[src/rtl/ghr_checkpoint_unit.sv]
// Speculative global history register with an in-order checkpoint FIFO.
// It restores the history on a branch mispredict or a pipeline flush.
module ghr_checkpoint_unit #(
  parameter int unsigned GHR_WIDTH  = 8,
  parameter int unsigned CKPT_DEPTH = 4,
  parameter int unsigned CNT_WIDTH  = 16
) (
  input  logic                          i_Clk,
  input  logic                          i_Reset,
  input  logic                          i_Pred_Valid,
  input  logic                          i_Prediction,
  input  logic                          i_Resolve_Valid,
  input  logic                          i_Resolve_Outcome,
  input  logic                          i_Resolve_Mispredict,
  input  logic                          i_Flush,
  output logic [GHR_WIDTH-1:0]          o_Global_History,
  output logic [GHR_WIDTH-1:0]          o_Committed_History,
  output logic                          o_Full,
  output logic                          o_Empty,
  output logic [$clog2(CKPT_DEPTH):0]   o_Inflight,
  output logic                          o_Underflow,
  output logic [CNT_WIDTH-1:0]          o_Mispredict_Count
);

  localparam int unsigned PtrW = $clog2(CKPT_DEPTH);
  localparam logic [PtrW:0] OccFull = (PtrW+1)'(CKPT_DEPTH);

  logic [GHR_WIDTH-1:0] spec_q, spec_d;
  logic [GHR_WIDTH-1:0] comm_q, comm_d;
  logic [GHR_WIDTH-1:0] snap_q [CKPT_DEPTH];
  logic [PtrW-1:0]      head_q, head_d;
  logic [PtrW-1:0]      tail_q, tail_d;
  logic [PtrW:0]        occ_q, occ_d;
  logic                 underflow_q, underflow_d;
  logic [CNT_WIDTH-1:0] mis_cnt_q, mis_cnt_d;

  logic empty, full, res_en, mis_en, pop_en, push_en;

  always_comb begin
    empty   = (occ_q == '0);
    full    = (occ_q == OccFull);
    res_en  = i_Resolve_Valid && !empty;
    mis_en  = res_en && i_Resolve_Mispredict;
    pop_en  = res_en && !i_Resolve_Mispredict && !i_Flush;
    // A same-cycle pop frees a slot, so a push is accepted even when full.
    push_en = i_Pred_Valid && (!full || pop_en) && !mis_en && !i_Flush;

    comm_d      = res_en ? {comm_q[GHR_WIDTH-2:0], i_Resolve_Outcome} : comm_q;
    underflow_d = i_Resolve_Valid && empty;
    mis_cnt_d   = (mis_en && (mis_cnt_q != '1)) ? mis_cnt_q + CNT_WIDTH'(1) : mis_cnt_q;

    spec_d = spec_q;
    head_d = head_q;
    tail_d = tail_q;
    occ_d  = occ_q;

    if (i_Flush) begin
      // Flush restores from the committed history, including this cycle's resolve.
      spec_d = comm_d;
      head_d = '0;
      tail_d = '0;
      occ_d  = '0;
    end else if (mis_en) begin
      spec_d = {snap_q[head_q][GHR_WIDTH-2:0], i_Resolve_Outcome};
      head_d = '0;
      tail_d = '0;
      occ_d  = '0;
    end else begin
      if (push_en) begin
        spec_d = {spec_q[GHR_WIDTH-2:0], i_Prediction};
        tail_d = tail_q + PtrW'(1);
      end
      if (pop_en) begin
        head_d = head_q + PtrW'(1);
      end
      occ_d = occ_q + (PtrW+1)'(push_en) - (PtrW+1)'(pop_en);
    end
  end

  always_ff @(posedge i_Clk) begin
    if (i_Reset) begin
      spec_q      <= '1;
      comm_q      <= '1;
      head_q      <= '0;
      tail_q      <= '0;
      occ_q       <= '0;
      underflow_q <= 1'b0;
      mis_cnt_q   <= '0;
    end else begin
      spec_q      <= spec_d;
      comm_q      <= comm_d;
      head_q      <= head_d;
      tail_q      <= tail_d;
      occ_q       <= occ_d;
      underflow_q <= underflow_d;
      mis_cnt_q   <= mis_cnt_d;
    end
  end

  // Snapshot storage needs no reset; occupancy alone marks entries valid.
  always_ff @(posedge i_Clk) begin
    if (push_en) begin
      snap_q[tail_q] <= spec_q;
    end
  end

  assign o_Global_History    = spec_q;
  assign o_Committed_History = comm_q;
  assign o_Full              = full;
  assign o_Empty             = empty;
  assign o_Inflight          = occ_q;
  assign o_Underflow         = underflow_q;
  assign o_Mispredict_Count  = mis_cnt_q;

endmodule

[config.mk]
export PLATFORM = sky130hd
export DESIGN_NAME = ghr_checkpoint_unit
export DESIGN_NICKNAME = d
export VERILOG_FILES = /design/src/rtl/ghr_checkpoint_unit.sv
export SDC_FILE = /design/constraint.sdc
export NUM_CORES = 1
export LEC_CHECK = 0
export ABC_AREA = 0
export CAP_MARGIN = 15
export CORE_MARGIN = 5
export CORE_UTILIZATION = 58
export DETAILED_ROUTE_END_ITERATION = 16
export PLACE_DENSITY = 0.85
export REMOVE_ABC_BUFFERS = 1
export SLEW_MARGIN = 20
export SYNTH_ARGS = -nofsm -noshare
export SYNTH_HDL_FRONTEND = slang
export SYNTH_SLANG_ARGS = --single-unit
[constraint.sdc]
create_clock -name i_Clk -period 4 [get_ports i_Clk]
set_input_delay 0.8 -clock i_Clk [delete_from_list [all_inputs] [get_ports i_Clk]]
set_output_delay 0.8 -clock i_Clk [all_outputs]
set_load 0.02 [all_outputs]
-- Yosys cells after proc, flatten, opt, wreduce, memory -nomap -nowiden
Memory sizes are Yosys's and may differ from the RTL's. A register that Yosys moved wholly into a read port is not among the register bits.
Cells that the tools add are included.
- add/sub/neg operators: 5
- equality and inequality tests: 2
- muxes and demuxes: 8
- reductions and logical operators: 18
- operators by type and width (kind ; count):
    8-bit two-way mux ; 4
    16-bit by 1-bit adder with 16-bit output, second input constant ; 1
    16-bit inequality test, second input constant ; 1
    1-bit logical AND ; 9
    1-bit logical NOT ; 5
    2-bit by 1-bit adder with 2-bit output, second input constant ; 2
    2-bit two-way mux ; 2
    3-bit by 1-bit adder with 3-bit output ; 1
    3-bit == test, second input constant ; 1
    3-bit logical NOT ; 1
    3-bit nonzero test ; 1
    3-bit OR reduction ; 1
    3-bit by 1-bit subtractor with 3-bit output ; 1
    1-bit two-way mux ; 2
    1-bit logical OR ; 1
- flip-flop bits (word level): 40
- memory bits (writable): 32
- input bits: 8
- output and inout port bits: 38
- memories kept: 1
- memories (memory ; depth ; bits a word ; rd ports ; clocked after memory_dff ; wr ports ; line ; text):
    snap_q ; 4 ; 8 ; 1 ; 1 ; 1 ; 30 ; logic [GHR_WIDTH-1:0] snap_q [CKPT_DEPTH];

-- Logic depth before layout (Yosys ltp)
Gate-level depths: netlist of the first run.
- word-level depth: 12
- mapped depth: 11
- depth with buffers taken out: 10

-- Worst setup path after synthesis of the first run
Ideal clock, no wire load.
- path type: register -> register
- from: register occ_q[2], in the netlist o_Inflight[2]
- to: register occ_q[2], in the netlist o_Inflight[2]
- setup time: 0.119 ns
- arrival: 2.742 ns
- data required time: 3.881 ns
- slack: 1.139 ns
- cell stages (with the launch flop): 12
- buffers on the path: 1
- cell sequence: dfxtp_1 buf_2 nor3_1 o311a_1 inv_1 ha_1 inv_1 ha_1 fa_1 xnor2_1 xnor2_1 nor2_1
- longest elaborated chain between the ends: 11
- elaborated cells on any way between the ends: 16
- RTL lines (element ; line ; text):
    from (decl) ; 33 ; logic [PtrW:0] occ_q, occ_d;
    from (signal assigned) ; 86 ; occ_q <= '0;
    from (signal assigned) ; 94 ; occ_q <= occ_d;
    3-bit logical NOT (*) ; 40 ; empty = (occ_q == '0);
    net o_Empty ; 19 ; output logic o_Empty,
    1-bit logical NOT (*) ; 42 ; res_en = i_Resolve_Valid && !empty;
    1-bit logical AND (*) ; 42 ;
    1-bit logical AND (2 in a row) ; 44 ; pop_en = res_en && !i_Resolve_Mispredict && !i_Flush;
    1-bit logical OR ; 46 ; push_en = i_Pred_Valid && (!full || pop_en) && !mis_en && !i_Flush;
    1-bit logical AND (3 in a row) ; 46 ;
    3-bit by 1-bit adder with 3-bit output ; 76 ; occ_d = occ_q + (PtrW+1)'(push_en) - (PtrW+1)'(pop_en);
    3-bit by 1-bit subtractor with 3-bit output ; 76 ;
Mark *: on every way through the listed nets, which the timed path passes. The rest lies on a longest branch.
A chain may end at the register's enable or synchronous reset.

-- Worst setup path in the final report of the first run
- from: input port i_Resolve_Valid
- to: register occ_q[2], in the netlist o_Inflight[2]
- longest elaborated chain between the ends: 9
- elaborated cells on any way between the ends: 12
- RTL lines (element ; line ; text):
    from (decl) ; 12 ; input logic i_Resolve_Valid,
    1-bit logical AND (*) ; 42 ;
    1-bit logical AND (2 in a row) ; 44 ;
    1-bit logical OR ; 46 ;
    1-bit logical AND (3 in a row) ; 46 ;
    3-bit by 1-bit adder with 3-bit output ; 76 ;
    3-bit by 1-bit subtractor with 3-bit output ; 76 ;
Every way passes the cells marked *; elsewhere a longest branch is shown, timed or not.

==> flow_metrics.env, run 1 <==
export IMPL_drv_cap=0
export IMPL_crit_arrival_ps=3230
export IMPL_cts_resized=0
export IMPL_setup_slack_ps=996.3
export IMPL_htreeDepth=3
export IMPL_num_vias=2386
export IMPL_grt_antenna_before_repair=0
export IMPL_routed_via_density=5.965
export IMPL_io_pins=46
export IMPL_area_growth_pct=24.23
export IMPL_required_ps=4230
export IMPL_wl_met3_um=336
export IMPL_hold_viol=0
export IMPL_grt_max_degree=27
export IMPL_drive_above_1_share_pct=11.82
export IMPL_syn_area_mm2=0.003098
export IMPL_vdd_drop_max_v=0.0002352
export IMPL_clock_sinks=70
export IMPL_routed_wl_um=6618
export IMPL_crit_fanout=8
export IMPL_postSynthAreaPerCell_um2=11.10
export IMPL_setup_violations=0
export IMPL_r2r_start="o_Inflight[2]$_SDFF_PP0_"
export IMPL_cp_slowest_cell="clkdlybuf4s50_1"
export IMPL_postLayoutCellArea_mm2=0.003849
export IMPL_pre_cts_ws_ps=662.4
export IMPL_grt_ovfl_total=0
export IMPL_synthArstFlopShare_pct=0
export IMPL_post_route_drc_count=0
export IMPL_drtPass1Iterations=5
export IMPL_synth_edff_count=28
export IMPL_place_congestion=0.8480
export IMPL_holdWs_ps=518.5
export IMPL_final_util_pct=74.88
export IMPL_reg2reg_depth=10
export IMPL_setup_worst_path_start="i_Resolve_Valid"
export IMPL_slew_viol_final=0
export IMPL_post_drt_wl_per_cell_um=16.55
export IMPL_ys_top_cells_by_area="dfxtp_1 27%, edfxtp_1 27%, mux4_2 5.1%"
export IMPL_synth_most_common_cell="dfxtp_1"
export IMPL_grt_usage_pct=20.08
export IMPL_fin_skew_ps=10.04
export IMPL_dr_first_iter_drc_count=182
export IMPL_worstSetupEndpointType="register"
export IMPL_place_area_mm2=0.003611
export IMPL_leakage_nw=1.355
export IMPL_top_layer="met4"
export IMPL_cts_tree="done"
export IMPL_yosysTopAreaCell="dfxtp_1"
export IMPL_final_antenna_net_count=0
export IMPL_finalCritPeriodShare_pct=75.09
export IMPL_fp_dieH_um=83.09
export IMPL_path_cells="clkdlybuf4s50_1, o21ba_2, o311a_1, inv_1, ha_1, inv_1, ha_1, fa_1, xnor2_1, xnor2_1, nor2_1"
export IMPL_synth_top_area_share_pct=27.14
export IMPL_worst_r2r_endpoint="o_Inflight[2]$_SDFF_PP0_"
export IMPL_ys_top_cells_by_count="42 x dfxtp_1, 28 x edfxtp_1, 23 x nand2_1"
export IMPL_wl_met1_um=2982
export IMPL_power_density_mw_per_mm2=397.3
export IMPL_clkLatencyLatePin_ps=340
export IMPL_holdPathStages=2
export IMPL_grt_pass1_wl_um=11140
export IMPL_crit_path_start_kind="input port"
export IMPL_cts_buffer_depth=2
export IMPL_cts_setup_buffers=0
export IMPL_cts_made_buffers=9
export IMPL_status="completed"
export IMPL_grt_pass1_vias=2284
export IMPL_multi_input_area_mm2=0.001313
export IMPL_fin_nets=341
export IMPL_seq_area_frac_synth_pct=54.28
export IMPL_critical_path_buf_inv_count=3
export IMPL_row_count=26
export IMPL_fill_cells=374
export IMPL_fp_dieW_um=83.09
export IMPL_port_buffers=45
export IMPL_start_util_pct=60.27
export IMPL_max_slew_margin_rel_pct=65.57
export IMPL_finalSetupTns_ps=0
export IMPL_hold_path_class="register to register"
export IMPL_path_class="input port to register"
export IMPL_fmax_ghz=0.3329
export IMPL_post_route_min_period_ps=3004
export IMPL_synthCells=279
export IMPL_min_from="head_q[1]$_SDFFE_PP0P_"
export IMPL_die_area_mm2=0.006903
export IMPL_hpwl_um=4494
export IMPL_core_area_mm2=0.005140
export IMPL_rsz0062_at_grt="false"
export IMPL_synthFlopType="dfxtp_1"
export IMPL_cts_root_buffer="clkbuf_8"
export IMPL_wl_met2_um=3158
export IMPL_critPathTopFamily="adder cells"
export IMPL_yosysWarnings=0
export IMPL_critPathMaxStageDelay_ps=530
export IMPL_clk_pin_slew_ps=70
export IMPL_synth_seq_cells=70
export IMPL_n_antenna_cell=0
export IMPL_tightest_slew_ps=512.5
export IMPL_regArea_mm2=0.001682
export IMPL_reg2reg_slack_ps=1450
export IMPL_cts_hold_buf=0
export IMPL_synth_cell_types=41
## worst max path at each step
stage / to / slack [ps] / cells past startpoint
floorplan: o_Inflight[2]$_SDFF_PP0_ / 1110 / 9
global placement: o_Inflight[2]$_SDFF_PP0_ / 760 / 11
detailed placement: o_Inflight[2]$_SDFF_PP0_ / 660 / 11
CTS: o_Inflight[2]$_SDFF_PP0_ / 1020 / 11
global route: o_Inflight[2]$_SDFF_PP0_ / 820 / 11
finish: o_Inflight[2]$_SDFF_PP0_ / 1000 / 11
## layout make-up
type	count	share of cell area, %
repair buffers	51	12.87
well taps	70	2.276
clock inverters	6	2.861
flip-flops and latches	70	43.69
clock buffers	10	3.316
multi-input cells	184	34.10
inverters	9	0.8778
## stage by stage
| stage | power (mW) | std cells |
|---|---|---|
| global placement | 0.8630 | 384 |
| floorplan | 0.8207 | 263 |
| CTS | 1.533 | 400 |
| global route | 1.578 | 400 |
| finish | 1.529 | 400 |
| detailed placement | 0.8659 | 384 |
## per-layer routing
metal | vias up | global-route usage (%)
li1 | 1138 | -
met1 | 1154 | 26.36
met2 | 80 | 31.56
met3 | 14 | 4.752
met4 | 0 | 9.064
met5 | - | 0
## flip-flops by register name (all words and copies together) (netlist names), named ones only
register             flops
head_q                   2
o_Mispredict_Count      16
o_Underflow              1
o_Global_History         8
o_Inflight               3
tail_q                   2
snap_q                  28
o_Committed_History      8
## logic make-up (layout without fill, tap and decap cells)
kind of cell	count (synthesis)	count (layout)	synth area share, %
AOI/OAI and AO/OA	52	52	10.99
xor gates and xnor gates	4	4	1.131
adders and majority gates	8	8	3.473
buffers and inverters	25	76	3.352
DFF	70	70	54.28
muxes	18	18	8.966
and+or+nand+nor	102	102	17.81
## where the power goes
part	switching, mW	internal, mW
combinational	0.0493	0.0388
sequential	0.0120	0.752
clock	0.264	0.413
total	0.325	1.20
## layout by cell type, fill, tap and decap left out, types with 6 or more instances in the layout
master / instances
a21oi_1: 19
and2_1: 6
and3_1: 10
buf_4: 6
clkbuf_8: 9
clkdlybuf4s50_1: 45
dfxtp_1: 42
edfxtp_1: 28
ha_1: 7
inv_1: 9
mux2_2: 8
mux4_2: 7
nand2_1: 23
nand2b_1: 7
nand3_1: 7
nor2_1: 16
nor3_1: 6
o21ai_0: 8
o31ai_1: 13
or3_1: 6
## worst min-delay path, stage by stage, from the launching register on
cell and delay (ps):
dfxtp_1 310, o21ai_0 70, a211oi_1 80
Power figures use the tool's default switching activity.
==> run 2, diff against run 1 <==
--- a/config.mk
+++ b/config.mk
@@ -8,9 +8,9 @@
 export ABC_AREA = 0
 export CAP_MARGIN = 15
 export CORE_MARGIN = 5
-export CORE_UTILIZATION = 58
+export CORE_UTILIZATION = 48
 export DETAILED_ROUTE_END_ITERATION = 16
-export PLACE_DENSITY = 0.85
+export PLACE_DENSITY = 0.75
 export REMOVE_ABC_BUFFERS = 1
 export SLEW_MARGIN = 20
 export SYNTH_ARGS = -nofsm -noshare
==> constraint.sdc (replaced) <==
create_clock -name i_Clk -period 2.65 [get_ports i_Clk]
set_input_delay 0.53 -clock i_Clk [delete_from_list [all_inputs] [get_ports i_Clk]]
set_output_delay 0.53 -clock i_Clk [all_outputs]
set_load 0.02 [all_outputs]
==> run 2 against run 1 <==
  * Final cell count rose by 3.8%
  * Clock power rose by 11%
  * Sequential share of layout area barely moved
  * Largest cell class unchanged
  * Flip-flop and latch count did not move
  * Global-route usage fell by 3.5 points
  * Hold slack got worse by 1.9 ps
  * Critical endpoint unchanged
  * Highest routed layer unchanged
  * Routed wire length fell by 0.15%
==> flow_metrics.env, run 2 (synthesis gave the netlist of run 1 again) <==
export IMPL_status="completed"
export IMPL_num_vias=2315
export IMPL_layout_commonest_cell="clkdlybuf4s50_1"
export IMPL_post_drt_wl_per_cell_um=15.92
export IMPL_die_area_mm2=0.008160
export IMPL_max_slew_margin_rel_pct=62.15
export IMPL_r2r_start="o_Inflight[0]$_SDFF_PP0_"
export IMPL_fill_cells=540
export IMPL_cts_resized=0
export IMPL_clk_pin_slew_ps=80
export IMPL_crit_arrival_ps=2660
export IMPL_hold_viol=0
export IMPL_grt_max_degree=26
export IMPL_tightest_slew_ps=563.4
export IMPL_fp_dieW_um=90.34
export IMPL_crit_fanout=4
export IMPL_finalCritPeriodShare_pct=91.63
export IMPL_clkLatencyLatePin_ps=340
export IMPL_fmax_ghz=0.4118
export IMPL_port_buffers=45
export IMPL_row_count=29
export IMPL_post_route_drc_count=0
export IMPL_cts_hold_buf=0
export IMPL_power_density_mw_per_mm2=530.4
export IMPL_required_ps=2880
export IMPL_top_register="snap_q"
export IMPL_min_from="o_Global_History[7]$_SDFFE_PP1P_"
export IMPL_min_to="o_Global_History[7]$_SDFFE_PP1P_"
export IMPL_cts_buffer_depth=2
export IMPL_reg2reg_depth=10
export IMPL_worst_r2r_endpoint="o_Inflight[2]$_SDFF_PP0_"
export IMPL_grt_pass1_wl_um=10940
export IMPL_vdd_drop_max_v=0.0002780
export IMPL_final_antenna_net_count=0
export IMPL_routed_wl_um=6608
export IMPL_hold_path_class="register to register"
export IMPL_grt_ovfl_total=0
export IMPL_path_class="input port to register"
export IMPL_postLayoutCellArea_mm2=0.003852
export IMPL_cts_setup_buffers=0
export IMPL_largest_register_ffs=28
export IMPL_fin_skew_ps=6.549
export IMPL_setup_violations=0
export IMPL_leakage_nw=1.362
export IMPL_hpwl_um=4760
export IMPL_io_pins=46
export IMPL_slew_viol_final=0
export IMPL_drtPass1Iterations=4
export IMPL_holdWs_ps=516.6
export IMPL_fin_nets=349
export IMPL_worstSetupEndpointType="register"
export IMPL_post_route_min_period_ps=2428
export IMPL_cts_tree="done"
export IMPL_crit_path_start_kind="input port"
export IMPL_drv_cap=0
export IMPL_n_antenna_cell=0
export IMPL_holdPathStages=2
export IMPL_routed_via_density=5.578
export IMPL_core_area_mm2=0.006314
export IMPL_grt_antenna_before_repair=0
export IMPL_reg2reg_slack_ps=290
export IMPL_cts_root_buffer="clkbuf_8"
export IMPL_place_congestion=0.8231
export IMPL_clock_sinks=70
export IMPL_area_growth_pct=24.35
export IMPL_fp_dieH_um=90.34
export IMPL_dr_first_iter_drc_count=141
export IMPL_grt_pass1_vias=2214
export IMPL_start_util_pct=49.07
export IMPL_place_area_mm2=0.003680
export IMPL_rsz0062_at_grt="false"
export IMPL_cts_made_buffers=9
export IMPL_drive_above_1_share_pct=14.20
export IMPL_htreeDepth=3
export IMPL_grt_usage_pct=16.55
export IMPL_layout_common_cells="45 x clkdlybuf4s50_1, 42 x dfxtp_1, 28 x edfxtp_1"
-- run 2: changes by cell type in the layout (fill, tap and decap cells not counted), sizes merged --
| cell | previous run | this run |
|---|---|---|
| clkbuf | 10 | 9 |
| buf | 6 | 14 |
| bufinv | 3 | 0 |
| inv | 9 | 11 |
| clkinvlp | 1 | 3 |
-- run 2: how the worst max path moves through the flow --
stage,slack (ps),cells after the start,end,startpoint
detailed placement,-160,11,o_Inflight[2]$_SDFF_PP0_,i_Resolve_Valid
finish,220,11,o_Inflight[2]$_SDFF_PP0_,i_Resolve_Valid
global route,120,10,o_Inflight[2]$_SDFF_PP0_,o_Inflight[0]$_SDFF_PP0_
CTS,210,11,o_Inflight[2]$_SDFF_PP0_,i_Resolve_Valid
global placement,-80,11,o_Inflight[2]$_SDFF_PP0_,i_Resolve_Valid
floorplan,-240,9,o_Inflight[2]$_SDFF_PP0_,o_Inflight[0]$_SDFF_PP0_
-- run 2: where the power goes --
group / leakage (nW) / internal (mW) / switching [mW] / total [mW]
Sequential: 0.582 / 1.13 / 0.0176 / 1.15
Combinational: 0.700 / 0.0637 / 0.0730 / 0.137
Clock: 0.0797 / 0.340 / 0.414 / 0.754
Total: 1.36 / 1.54 / 0.505 / 2.04
-- run 2: worst max-delay path: stages --
cell,delay [ps]
clkdlybuf4s50_1,450
o21ba_2,250
o311a_1,160
inv_1,50
ha_1,260
inv_1,40
ha_1,180
fa_1,380
xnor2_1,170
xnor2_1,130
nor2_1,60
-- run 2: cell type report --
class	count	area, um2	area share, %
Clock buffer	9	123.9	3.215
Clock inverter	7	48.80	1.267
Inverter	9	33.78	0.8769
Multi-Input combinational cell	184	1313	34.07
Sequential cell	70	1682	43.65
Tap cell	77	96.34	2.501
Timing Repair Buffer	59	555.5	14.42
-- run 2: stage by stage --
step	TNS [ps]	utilization [%]	std cells	setup WS [ps]	power (mW)
global route	0	61.02	415	117.7	2.125
floorplan	-303.8	-	263	-239.3	1.239
CTS	0	61.02	415	206.3	2.060
global placement	-84.32	58.28	399	-84.32	1.312
finish	0	61.02	415	221.9	2.043
detailed placement	-185.5	58.28	399	-158.1	1.315
-- run 2: metal layers --
| layer | wire, um | GRT usage (%) |
|---|---|---|
| met5 | 0 | 0 |
| met4 | 92 | 7.444 |
| met3 | 316 | 3.250 |
| met2 | 3098 | 24.82 |
| met1 | 3101 | 23.17 |
==> run 3, diff against run 2 <==
--- a/config.mk
+++ b/config.mk
@@ -8,9 +8,9 @@
 export ABC_AREA = 0
 export CAP_MARGIN = 15
 export CORE_MARGIN = 5
-export CORE_UTILIZATION = 48
+export CORE_UTILIZATION = 54
 export DETAILED_ROUTE_END_ITERATION = 16
-export PLACE_DENSITY = 0.75
+export PLACE_DENSITY = 0.8
 export REMOVE_ABC_BUFFERS = 1
 export SLEW_MARGIN = 20
 export SYNTH_ARGS = -nofsm -noshare
==> constraint.sdc (replaced) <==
create_clock -name i_Clk -period 2.7 [get_ports i_Clk]
set_input_delay 0.54 -clock i_Clk [delete_from_list [all_inputs] [get_ports i_Clk]]
set_output_delay 0.54 -clock i_Clk [all_outputs]
set_load 0.02 [all_outputs]
==> run 3 against run 2 <==
  * Clock-buffer cell count did not move
  * Routed wire length rose by 0.27%
  * Clock power rose by 8.1%
  * Via count rose by 3.8%
  * Combinational power barely moved
  * Clock skew rose by 1.8 ps
  * Die area fell by 9.9%
  * Hold slack got worse by 9.1 ps
  * Global-route usage rose by 2.7 points
  * Sequential power barely moved
  * Highest routed layer unchanged
==> flow_metrics.env, run 3 (synthesis gave the netlist of run 1 again) <==
export IMPL_layout_commonest_cell="clkdlybuf4s50_1"
export IMPL_fin_skew_ps=8.315
export IMPL_holdPathStages=2
export IMPL_core_area_mm2=0.005540
export IMPL_cts_resized=0
export IMPL_row_count=27
export IMPL_final_antenna_net_count=0
export IMPL_area_growth_pct=24.60
export IMPL_hpwl_um=4700
export IMPL_path_class="input port to register"
export IMPL_required_ps=2930
export IMPL_grt_usage_pct=19.23
export IMPL_postLayoutCellArea_mm2=0.003860
export IMPL_top_usage_layer="met2"
export IMPL_routed_via_density=5.875
export IMPL_worst_r2r_endpoint="o_Inflight[2]$_SDFF_PP0_"
export IMPL_reg2reg_slack_ps=320
export IMPL_worstSetupEndpointType="register"
export IMPL_clock_sinks=70
export IMPL_num_vias=2403
export IMPL_p_total_mw=2.082
export IMPL_cts_made_buffers=9
export IMPL_place_area_mm2=0.003666
export IMPL_fin_nets=348
export IMPL_n_antenna_cell=0
export IMPL_post_route_drc_count=0
export IMPL_status="completed"
export IMPL_start_util_pct=55.92
export IMPL_cts_tree="done"
export IMPL_largest_register_ffs=28
export IMPL_post_route_min_period_ps=2436
export IMPL_drtPass1Iterations=4
export IMPL_min_from="head_q[1]$_SDFFE_PP0P_"
export IMPL_use_met2_pct=29.24
export IMPL_max_slew_margin_rel_pct=51.99
export IMPL_port_buffers=45
export IMPL_io_pins=46
export IMPL_routed_wl_um=6626
export IMPL_met3_usage_pct=3.939
export IMPL_setup_violations=0
export IMPL_stdcell_count=409
export IMPL_dr_first_iter_drc_count=178
export IMPL_grt_antenna_before_repair=0
export IMPL_finalCritPeriodShare_pct=90.24
export IMPL_grt_pass1_wl_um=11080
export IMPL_layout_common_cells="45 x clkdlybuf4s50_1, 42 x dfxtp_1, 28 x edfxtp_1"
export IMPL_fmax_ghz=0.4104
export IMPL_slew_viol_final=0
export IMPL_crit_fanout=5
export IMPL_drv_cap=0
export IMPL_fp_dieH_um=85.74
export IMPL_tightest_slew_ps=716.2
export IMPL_reg2reg_depth=10
export IMPL_place_congestion=0.8354
export IMPL_grt_ovfl_total=0
export IMPL_hold_path_class="register to register"
export IMPL_fp_dieW_um=85.74
export IMPL_rsz0062_at_grt="false"
export IMPL_power_density_mw_per_mm2=539.3
export IMPL_cts_hold_buf=0
export IMPL_vdd_drop_max_v=0.0002987
export IMPL_clkLatencyLatePin_ps=340
export IMPL_die_area_mm2=0.007351
export IMPL_cts_root_buffer="clkbuf_8"
export IMPL_final_util_pct=69.67
export IMPL_leakage_nw=1.375
export IMPL_met1_usage_pct=26.21
export IMPL_cts_buffer_depth=2
export IMPL_min_to="head_q[1]$_SDFFE_PP0P_"
export IMPL_r2r_start="o_Inflight[0]$_SDFF_PP0_"
export IMPL_clk_pin_slew_ps=80
export IMPL_cts_setup_buffers=0
export IMPL_grt_pass1_vias=2225
export IMPL_placed_cells=393
export IMPL_hold_viol=0
export IMPL_htreeDepth=3
export IMPL_top_register="snap_q"
export IMPL_drive_above_1_share_pct=14.24
export IMPL_post_drt_wl_per_cell_um=16.20
export IMPL_crit_path_start_kind="input port"
export IMPL_crit_arrival_ps=2660
export IMPL_finalSetupTns_ps=0
export IMPL_grt_max_degree=26
[run 3: cell count changes in the layout (fill, tap and decap cells not counted), sizes merged]
cell,change
bufinv,+1
clkinvlp,-2
clkinv,+3
inv,-2
buf,-1
[run 3: cell type report]
| cell class | instances | area, um2 |
|---|---|---|
| sequential | 70 | 1682 |
| timing repair buffer | 58 | 548.0 |
| clock buffer | 9 | 123.9 |
| inverter | 9 | 33.78 |
| multi-input combinational | 184 | 1318 |
| fill | 410 | 1680 |
| clock inverter | 7 | 65.06 |
| tap | 72 | 90.09 |
[run 3: how the worst max path moves through the flow]
stage / depth (start not counted) / end / slack, ps / start
after detailed placement: 7 / o_Global_History[4]$_SDFFE_PP1P_ / -130 / i_Resolve_Valid
final: 11 / o_Inflight[2]$_SDFF_PP0_ / 260 / i_Resolve_Valid
after floorplan: 9 / o_Inflight[2]$_SDFF_PP0_ / -190 / o_Inflight[0]$_SDFF_PP0_
after CTS: 7 / o_Global_History[4]$_SDFFE_PP1P_ / 210 / i_Resolve_Valid
after global placement: 11 / o_Inflight[2]$_SDFF_PP0_ / -60 / i_Resolve_Valid
after global routing: 11 / o_Inflight[2]$_SDFF_PP0_ / 140 / i_Resolve_Valid
[run 3: power breakdown]
group / internal [mW] / switching [mW] / leakage [nW]
Clock: 0.420 / 0.395 / 0.0964
Combinational: 0.0624 / 0.0736 / 0.696
Sequential: 1.11 / 0.0172 / 0.582
Total: 1.60 / 0.486 / 1.38
[run 3: critical path: stages]
cell	delay, ps
clkdlybuf4s50_1	470
o21ba_2	260
o311a_1	150
inv_1	40
ha_1	260
inv_1	30
ha_1	180
fa_1	370
xnor2_1	170
xnor2_1	130
nor2_1	50
[run 3: routing by layer]
| layer | wire [um] | share of wire, % |
|---|---|---|
| met3 | 348 | 5.3 |
| met1 | 2982 | 45 |
| met4 | 143 | 2.2 |
| met2 | 3151 | 48 |
| met5 | 0 | 0 |
[run 3: stage by stage]
stage	worst slack, ps	hold slack [ps]
6_report	263.5	507.5
5_1_grt	140.2	532.5
3_3_place_gp	-63.53	483.1
4_1_cts	213.0	508.7
2_1_floorplan	-189.3	457.9
3_5_place_dp	-128.2	494.6
